### src/rtl/nco_pkg.sv
// Purpose: shared widths, FSM state type and the quarter-wave fold helper for the NCO/sine path.
// Latency: n/a (types and a combinational function only).
// Backpressure: n/a.
package nco_pkg;

    localparam int NCO_PHASE_W = 24;
    localparam int NCO_ADDR_W  = 7;
    localparam int NCO_DIV_W   = 16;

    typedef enum logic {
        IDLE = 1'b0,
        RUN  = 1'b1
    } state_t;

    // Returns {invert, addr}: quadrant bit 1 selects the negative half-wave,
    // quadrant bit 0 mirrors the address so the ROM only stores 0..pi/2.
    function automatic logic [NCO_ADDR_W:0] fold_addr(input logic [NCO_PHASE_W-1:0] phase);
        logic [1:0]            q;
        logic [NCO_ADDR_W-1:0] a;
        q = phase[NCO_PHASE_W-1 -: 2];
        a = phase[NCO_PHASE_W-3 -: NCO_ADDR_W];
        return {q[1], (q[0] ? ~a : a)};
    endfunction

endpackage

### src/rtl/nco_phase_gen_sample_div.sv
// Purpose: sample-rate divider, one tick every sample_div+1 cycles while enabled.
// Latency: tick is combinational from the registered count; clear restarts the count next cycle.
// Backpressure: none; clear suppresses the tick of the cycle it is asserted in.
module nco_sample_div
    import nco_pkg::*;
#(
    parameter int DIV_W = NCO_DIV_W
) (
    input  logic             clk,
    input  logic             rst,
    input  logic             en,
    input  logic             clear,
    input  logic [DIV_W-1:0] sample_div,
    output logic             tick
);

    logic [DIV_W-1:0] div_cnt;

    assign tick = en && !clear && (div_cnt == sample_div);

    // Count 0..sample_div while enabled; held at 0 when disabled or cleared.
    // The >= return also recovers cleanly if sample_div is lowered below the count.
    always_ff @(posedge clk) begin
        if (rst || !en || clear) begin
            div_cnt <= '0;
        end else if (div_cnt >= sample_div) begin
            div_cnt <= '0;
        end else begin
            div_cnt <= div_cnt + 1'b1;
        end
    end

endmodule

### src/rtl/nco_phase_gen.sv
// Purpose: phase accumulator with wrap-aligned FTW updates, folded to a quarter-wave ROM address.
// Latency: tick to rom_addr 2 cycles; tick to data_invert/data_valid 2+ROM_LAT cycles.
// Backpressure: ftw_ready low while a tuning word is pending; ROM-side outputs are not throttled.
module nco_phase_gen
    import nco_pkg::*;
#(
    parameter int PHASE_W = NCO_PHASE_W,
    parameter int ADDR_W  = NCO_ADDR_W,
    parameter int DIV_W   = NCO_DIV_W,
    parameter int ROM_LAT = 1
) (
    input  logic               clk,
    input  logic               rst,
    input  logic               run,
    input  logic               phase_clear,
    input  logic [DIV_W-1:0]   sample_div,
    input  logic [PHASE_W-1:0] ftw_data,
    input  logic               ftw_valid,
    output logic               ftw_ready,
    output logic [ADDR_W-1:0]  rom_addr,
    output logic               addr_valid,
    output logic               data_invert,
    output logic               data_valid,
    output logic               wrap
);

    state_t               state;
    state_t               state_nxt;
    logic                 div_en;
    logic                 is_idle;
    logic                 tick;
    logic [PHASE_W-1:0]   phase;
    logic [PHASE_W-1:0]   ftw_active;
    logic [PHASE_W-1:0]   ftw_pending;
    logic                 pend_flag;
    logic [PHASE_W:0]     sum;
    logic                 carry;
    logic                 apply;
    logic                 accept;
    logic                 upd;
    logic [ADDR_W:0]      fold;
    logic                 inv_s1;
    logic [ROM_LAT-1:0]   inv_sr;
    logic [ROM_LAT-1:0]   vld_sr;

    // State register simply tracks run one cycle behind.
    always_ff @(posedge clk) begin
        if (rst) begin
            state <= IDLE;
        end else begin
            state <= state_nxt;
        end
    end

    // Next state and state-decoded controls.
    always_comb begin
        state_nxt = IDLE;
        div_en    = 1'b0;
        is_idle   = 1'b1;
        if (run) begin
            state_nxt = RUN;
        end
        if (state == RUN) begin
            div_en  = 1'b1;
            is_idle = 1'b0;
        end
    end

    nco_sample_div #(
        .DIV_W (DIV_W)
    ) u_div (
        .clk        (clk),
        .rst        (rst),
        .en         (div_en),
        .clear      (phase_clear),
        .sample_div (sample_div),
        .tick       (tick)
    );

    assign sum       = {1'b0, phase} + {1'b0, ftw_active};
    assign carry     = tick && sum[PHASE_W];
    assign ftw_ready = !pend_flag && !rst;
    assign accept    = ftw_valid && ftw_ready;
    // A pending word only takes effect where it cannot tear a period.
    assign apply     = pend_flag && (phase_clear || is_idle || carry);
    assign fold      = fold_addr(phase);

    // Phase accumulator, wrap pulse and the FTW pending/active pair.
    always_ff @(posedge clk) begin
        if (rst) begin
            phase       <= '0;
            ftw_active  <= '0;
            ftw_pending <= '0;
            pend_flag   <= 1'b0;
            wrap        <= 1'b0;
            upd         <= 1'b0;
        end else begin
            if (phase_clear) begin
                phase <= '0;
            end else if (tick) begin
                phase <= sum[PHASE_W-1:0];
            end
            wrap <= carry;
            upd  <= tick || phase_clear;
            if (apply) begin
                ftw_active <= ftw_pending;
                pend_flag  <= 1'b0;
            end else if (accept) begin
                ftw_pending <= ftw_data;
                pend_flag   <= 1'b1;
            end
        end
    end

    // Fold the freshly updated phase into the quarter-wave address.
    always_ff @(posedge clk) begin
        if (rst) begin
            rom_addr   <= '0;
            inv_s1     <= 1'b0;
            addr_valid <= 1'b0;
        end else begin
            addr_valid <= upd;
            if (upd) begin
                rom_addr <= fold[ADDR_W-1:0];
                inv_s1   <= fold[ADDR_W];
            end
        end
    end

    // Delay invert/valid by the ROM read latency so they meet the read data.
    always_ff @(posedge clk) begin
        if (rst) begin
            inv_sr <= '0;
            vld_sr <= '0;
        end else begin
            inv_sr[0] <= inv_s1;
            vld_sr[0] <= addr_valid;
            for (int i = 1; i < ROM_LAT; i++) begin
                inv_sr[i] <= inv_sr[i-1];
                vld_sr[i] <= vld_sr[i-1];
            end
        end
    end

    assign data_invert = inv_sr[ROM_LAT-1];
    assign data_valid  = vld_sr[ROM_LAT-1];

endmodule

### config.mk
export PLATFORM = sky130hd
export DESIGN_NAME = nco_phase_gen
export DESIGN_NICKNAME = d
export VERILOG_FILES = /design/src/rtl/nco_pkg.sv /design/src/rtl/nco_phase_gen_sample_div.sv /design/src/rtl/nco_phase_gen.sv
export SDC_FILE = /design/constraint.sdc
export NUM_CORES = 1
export LEC_CHECK = 0
export BUFFER_PORTS_ARGS = -buffer_cell sky130_fd_sc_hd__buf_2
export CAP_MARGIN = 20
export CELL_PAD_IN_SITES_DETAIL_PLACEMENT = 1
export CELL_PAD_IN_SITES_GLOBAL_PLACEMENT = 1
export CORE_ASPECT_RATIO = 0.5
export CORE_UTILIZATION = 40
export DETAILED_ROUTE_END_ITERATION = 12
export PLACE_DENSITY = 0.86
export SYNTH_ARGS = -nofsm -noshare
export SYNTH_HDL_FRONTEND = slang
export SYNTH_SLANG_ARGS = --single-unit
### constraint.sdc
create_clock -name clk -period 2.5 [get_ports clk]
set_input_delay 0.25 -clock clk [delete_from_list [all_inputs] [get_ports clk]]
set_output_delay 0.25 -clock clk [all_outputs]
set_load 0.005 [all_outputs]
Word-level counts from Yosys, hierarchy flattened:

Index checks and enable logic that the tools add are counted.
W data, S select, Z words.

* register bits after elaboration: 103
* input bits: 45
* output and inout port bits: 12

* $add $sub $neg: 2
* magnitude comparators: 1
* equal/unequal tests: 1
* mux-type cells: 4
* bitwise operators: 2
* reductions and logical operators: 19

Operators with widths (count)
* $add A24 B24 Y25: 1
* $add A16 B1 Y16 const B: 1
* $eq A16 B16 Y1: 1
* $ge A16 B16 Y1: 1
* $mux W7: 1
* $not A7 Y7: 1
* $logic_and A1 B1 Y1: 6
* $reduce_or A2 Y1: 3
* $logic_or A1 B1 Y1: 5
* $logic_not A1 Y1: 4
* $mux W1: 3
* $reduce_and A2 Y1: 1
* $not A1 Y1: 1

Logic depth before layout (Yosys ltp):

* word-level depth: 8
* mapped depth: 11
* mapped depth without buffers: 9

Modules after synthesis:

From an unflattened synthesis, not the netlist that was laid out.

* cell total of the unflattened synthesis: 626
* area, all modules: 5512.8 µm²

By module, submodules not included
* nco_phase_gen: instances 1, cells each 494, area an instance 4290.4 µm², sequential area each 1741.7 µm²
* nco_sample_div: instances 1, cells each 132, area an instance 1222.4 µm², sequential area each 320.3 µm²

Worst setup path before layout:

Ideal clock, no wire load.

* path type: reg-to-reg
* start: register phase[0]
* end: register ftw_active[10]
* library setup time: 128 ps
* arrival: 2338 ps
* required time: 2372 ps
* slack: 34 ps
* stages on the path, launching flop included: 12
* period minus slack after synthesis: 2466 ps
* cells stage by stage: dfxtp_1 > ha_1 > fa_1 > a211oi_2 > nor2_2 > a211oi_4 > o31ai_4 > a41o_1 > buf_6 > buf_6 > mux2i_1 > nor2_1

* longest elaborated chain between the ends: 4

Ends and longest elaborated chain
* start, declared: line nco_phase_gen.sv:32 `logic [PHASE_W-1:0] phase;`
* start signal, assigned: line nco_phase_gen.sv:101 `phase <= sum[PHASE_W-1:0];`
* $add A24 B24 Y25: line nco_phase_gen.sv:80 `assign sum = {1'b0, phase} + {1'b0, ftw_active};`
* $logic_and A1 B1 Y1: line nco_phase_gen.sv:81 `assign carry = tick && sum[PHASE_W];`
* $logic_or A1 B1 Y1: line nco_phase_gen.sv:85 `assign apply = pend_flag && (phase_clear || is_idle || carry);`
* $logic_and A1 B1 Y1: line nco_phase_gen.sv:85
* end signal, assigned: line nco_phase_gen.sv:106 `ftw_active <= ftw_pending;`
* end, declared: line nco_phase_gen.sv:33 `logic [PHASE_W-1:0] ftw_active;`

No other way between the ends.
A chain may end at the register's enable or synchronous reset.

Final worst setup path:

* start: register ftw_active[0]
* end: register phase[12]

* longest elaborated chain between the ends: 1

Ends and longest elaborated chain (line)
* $add A24 B24 Y25: nco_phase_gen.sv:80

No other way between the ends.

==> qor.yml <==
switching_share: 0.234
cts_made_buffers: 9
synth-compound-area-share: 0.169
cp_top_family: "compound AO/OA/AOI/OAI gates"
crit_path_top_delay_cell: "fa_2"
post-route-drc-count: 0
async_flop_share: 0
critPathCapture: "phase[12]"
combPwrFrac: 0.074
critical_path.cell_chain: "ha_4 -> fa_2 -> a211oi_2 -> nor2_2 -> a211oi_4 -> buf_4 -> buf_4 -> buf_4 -> o21ai_0 -> xor2_1 -> nand2_1 -> a21oi_1"
die_y_microns: 84.5
cp-start-kind: "flop"
area_delta_synth_final_pct: 18.3
crit_type: "flop to flop"
synth_top_area_share: 0.379
cp_num_buf_inv: 3
power_frac_clock: 0.414
drive_gt1_frac: 0.168
pre_cts_ws_ps: -18.2
synthMuxAreaShare: 0.0481
synth-simple-area-share: 0.208
cap_violations: 0
synth-xor-area-share: 0.0563
clk_pin_slew_ps: 70
htree_levels: 3
grt_pass1_wl_microns: 25500
design.core.area_sq_mm: 0.0130
wl_microns: 15400
grt_max_degree: 51
worst-endpoint-arrival_ps: 2690
hold_buffers: 0
synth_area_leaders: "dfxtp_1 38%, ha_1 9.4%, nand2_1 7.9%, nor2_1 4.8%, mux2i_1 4.6%"
die_area_sq_mm: 0.0141
yosysUniqueCellTypes: 59
drv_slew: 0
vias: 4879
gr-total-overflow: 0
cts_buffer_depth: 2
clock-sinks: 103
finalCriticalPeriod_ps: 2420
seqPwrFrac: 0.512
port_buffers: 56
synth_top_cells_by_count: "115 x nand2_1, 103 x dfxtp_1, 69 x nor2_1"
syn_area_sq_mm: 0.00544
dieWidth_microns: 167
synth-seq-cells: 103
worstPathRequired_ps: 2770
status: "complete, no violations"
synth.avg_cell_area_sq_um: 8.24
yosys.cell_count.top_type: "nand2_1"
first_global_vias: 5159
fin_crit_sh: 0.968
critPathLaunch: "ftw_active[0]"
cts_root_buf: "clkbuf_16"
n_antenna_cell: 0
synth_edf_count: 0
avgRoutedWirePerCell_microns: 17.0
cellPowerDensity_mw_per_mm2: 523
p_int_mw: 2.58
cpMostUsedCell: "buf_4"
yosysSeqAreaShare: 0.379
synthAdderAreaFrac: 0.0980
reg2regPathDepth: 12
worst-path-stages: 12
place.gp.congestion: 0.912
rows: 29
clock_latency_ps: 350
nets: 817
cpPeakStageDelay_ps: 360
antenna_left: 0
p_switching_uw: 789
antenna_found_initial: 0
synth_cells: 660
ir_drop_mv: 0.310
io_pins: 57
fin_ws_ps: 79.3
start_util: 0.420
endpoint_kind: "flop"
relSlewSlack: 0.646
final_util: 0.497
r2r_start: "ftw_active[0]"
cts_tree: "yes"
syn_nets: 747
setup_viol: 0
r2r_end: "phase[12]"
path_max_fanout: 2
min_path_type: "primary input to flop"
ys_warn_count: 0
skew_ps: 11.2
worst-r2r-setup-slack_ps: 80
max_freq_mhz: 413
drt_iter0_drc: 262
p_leak_nw: 2.63
rsz0062_at_grt: "yes"
yosysTopAreaCell: "dfxtp_1"
groute.usage.overall: 0.227
dr.pass1.iters: 5
tightest_slew_ps: 531
viasPerCell: 5.40
hold_viol: 0
synth_ff_type: "dfxtp_1"
synth_top_family_by_area: "simple AND/OR/NAND/NOR gates"
hpwlAfterDp_microns: 11200
==> cell type report <==
cell class | count | area, sq um
multi-input combinational | 505 | 3210
inverter | 24 | 90.1
tap | 170 | 213
clock inverter | 4 | 55.1
fill | 1554 | 6520
timing repair buffer | 87 | 571
sequential | 103 | 2070
clock buffer | 11 | 233
==> cell usage in the layout (no fill, tap or decap), types with 4 or more instances in the layout <==
cell	instances
a211oi_1	9
a21o_1	8
a21oi_1	43
a31oi_1	5
and3_1	9
buf_2	56
buf_4	27
clkbuf_16	9
dfxtp_1	100
ha_1	40
inv_1	23
mux2i_1	23
nand2_1	115
nand3_1	8
nand4_1	10
nor2_1	69
nor2b_1	10
nor3_1	14
o211ai_1	4
o21a_1	7
o21ai_0	34
o21ai_1	11
xnor2_1	25
xor2_1	10
==> routing by layer <==
metal	wire [microns]	vias to the layer above	share of wire	GRT usage
met1	7180	2370	0.47	0.287
met5	0	-	0	0
met4	125	0	0.0081	0.0598
met2	7520	83	0.49	0.401
li1	-	2415	-	-
met3	564	11	0.037	0.0420
==> stage by stage <==
stage          TNS [ps]  hold slack, ps  instances  power [mW]  instance area, sq um
3_5_place_dp      -49.8             452        883        2.00                  6020
4_1_cts               0            88.6        900        3.39                  6370
3_3_place_gp          0             440        883        1.98                  6020
2_1_floorplan         0             359        660        1.90                  5440
6_report              0            95.7        904        3.37                  6430
5_1_grt            -104            92.0        904        3.50                  6430
==> power by group through the flow <==
stage               Combinational [mW]  Clock (mW)  Sequential [mW]
global placement                 0.225           0             1.76
floorplan                        0.151           0             1.75
global route                     0.280        1.49             1.73
CTS                              0.250        1.42             1.72
finish                           0.249        1.39             1.73
detailed placement               0.239           0             1.76
==> registers in the layout, summed over array words and instances (netlist names) <==
name and cells:
addr_valid 1, data_invert 1, data_valid 1, ftw_active 24, ftw_pending 24, inv_s1 1
pend_flag 1, phase 24, rom_addr 7, state 1, u_div.div_cnt 16, upd 1
wrap 1
==> worst min-delay path, stage by stage <==
cell,delay (ps)
buf_2,80
nand2_1,30
o21ai_0,50
==> what timing repair did <==
| action | 4_1_cts | 5_1_grt |
|---|---|---|
| gates cloned | 1 | 0 |
| buffers inserted | 1 | 4 |
| endpoints found under the hold margin | 0 | 0 |
| gates resized for setup | 7 | 8 |
| setup endpoints to repair | 8 | 15 |
| pin swaps | 5 | 10 |
==> cells by family after synthesis <==
logic type,count (synthesis)
DFF,103
buffers and inverters,52
AOI/OAI and AO/OA,146
muxes,26
xor gates and xnor gates,35
adders and majority gates,42
and+or+nand+nor,256
==> how the worst min path moves through the flow <==
stage            startpoint              end  cells past startpoint  slack, ps
3_5_place_dp   ftw_data[18]  ftw_pending[18]                      3        450
2_1_floorplan   ftw_data[0]   ftw_pending[0]                      2        360
3_3_place_gp     addr_valid       data_valid                      1        440
6_report        ftw_data[6]   ftw_pending[6]                      3        100
5_1_grt         ftw_data[6]   ftw_pending[6]                      3         90
4_1_cts         ftw_data[6]   ftw_pending[6]                      3         90
(Power assumes the default switching activity.)
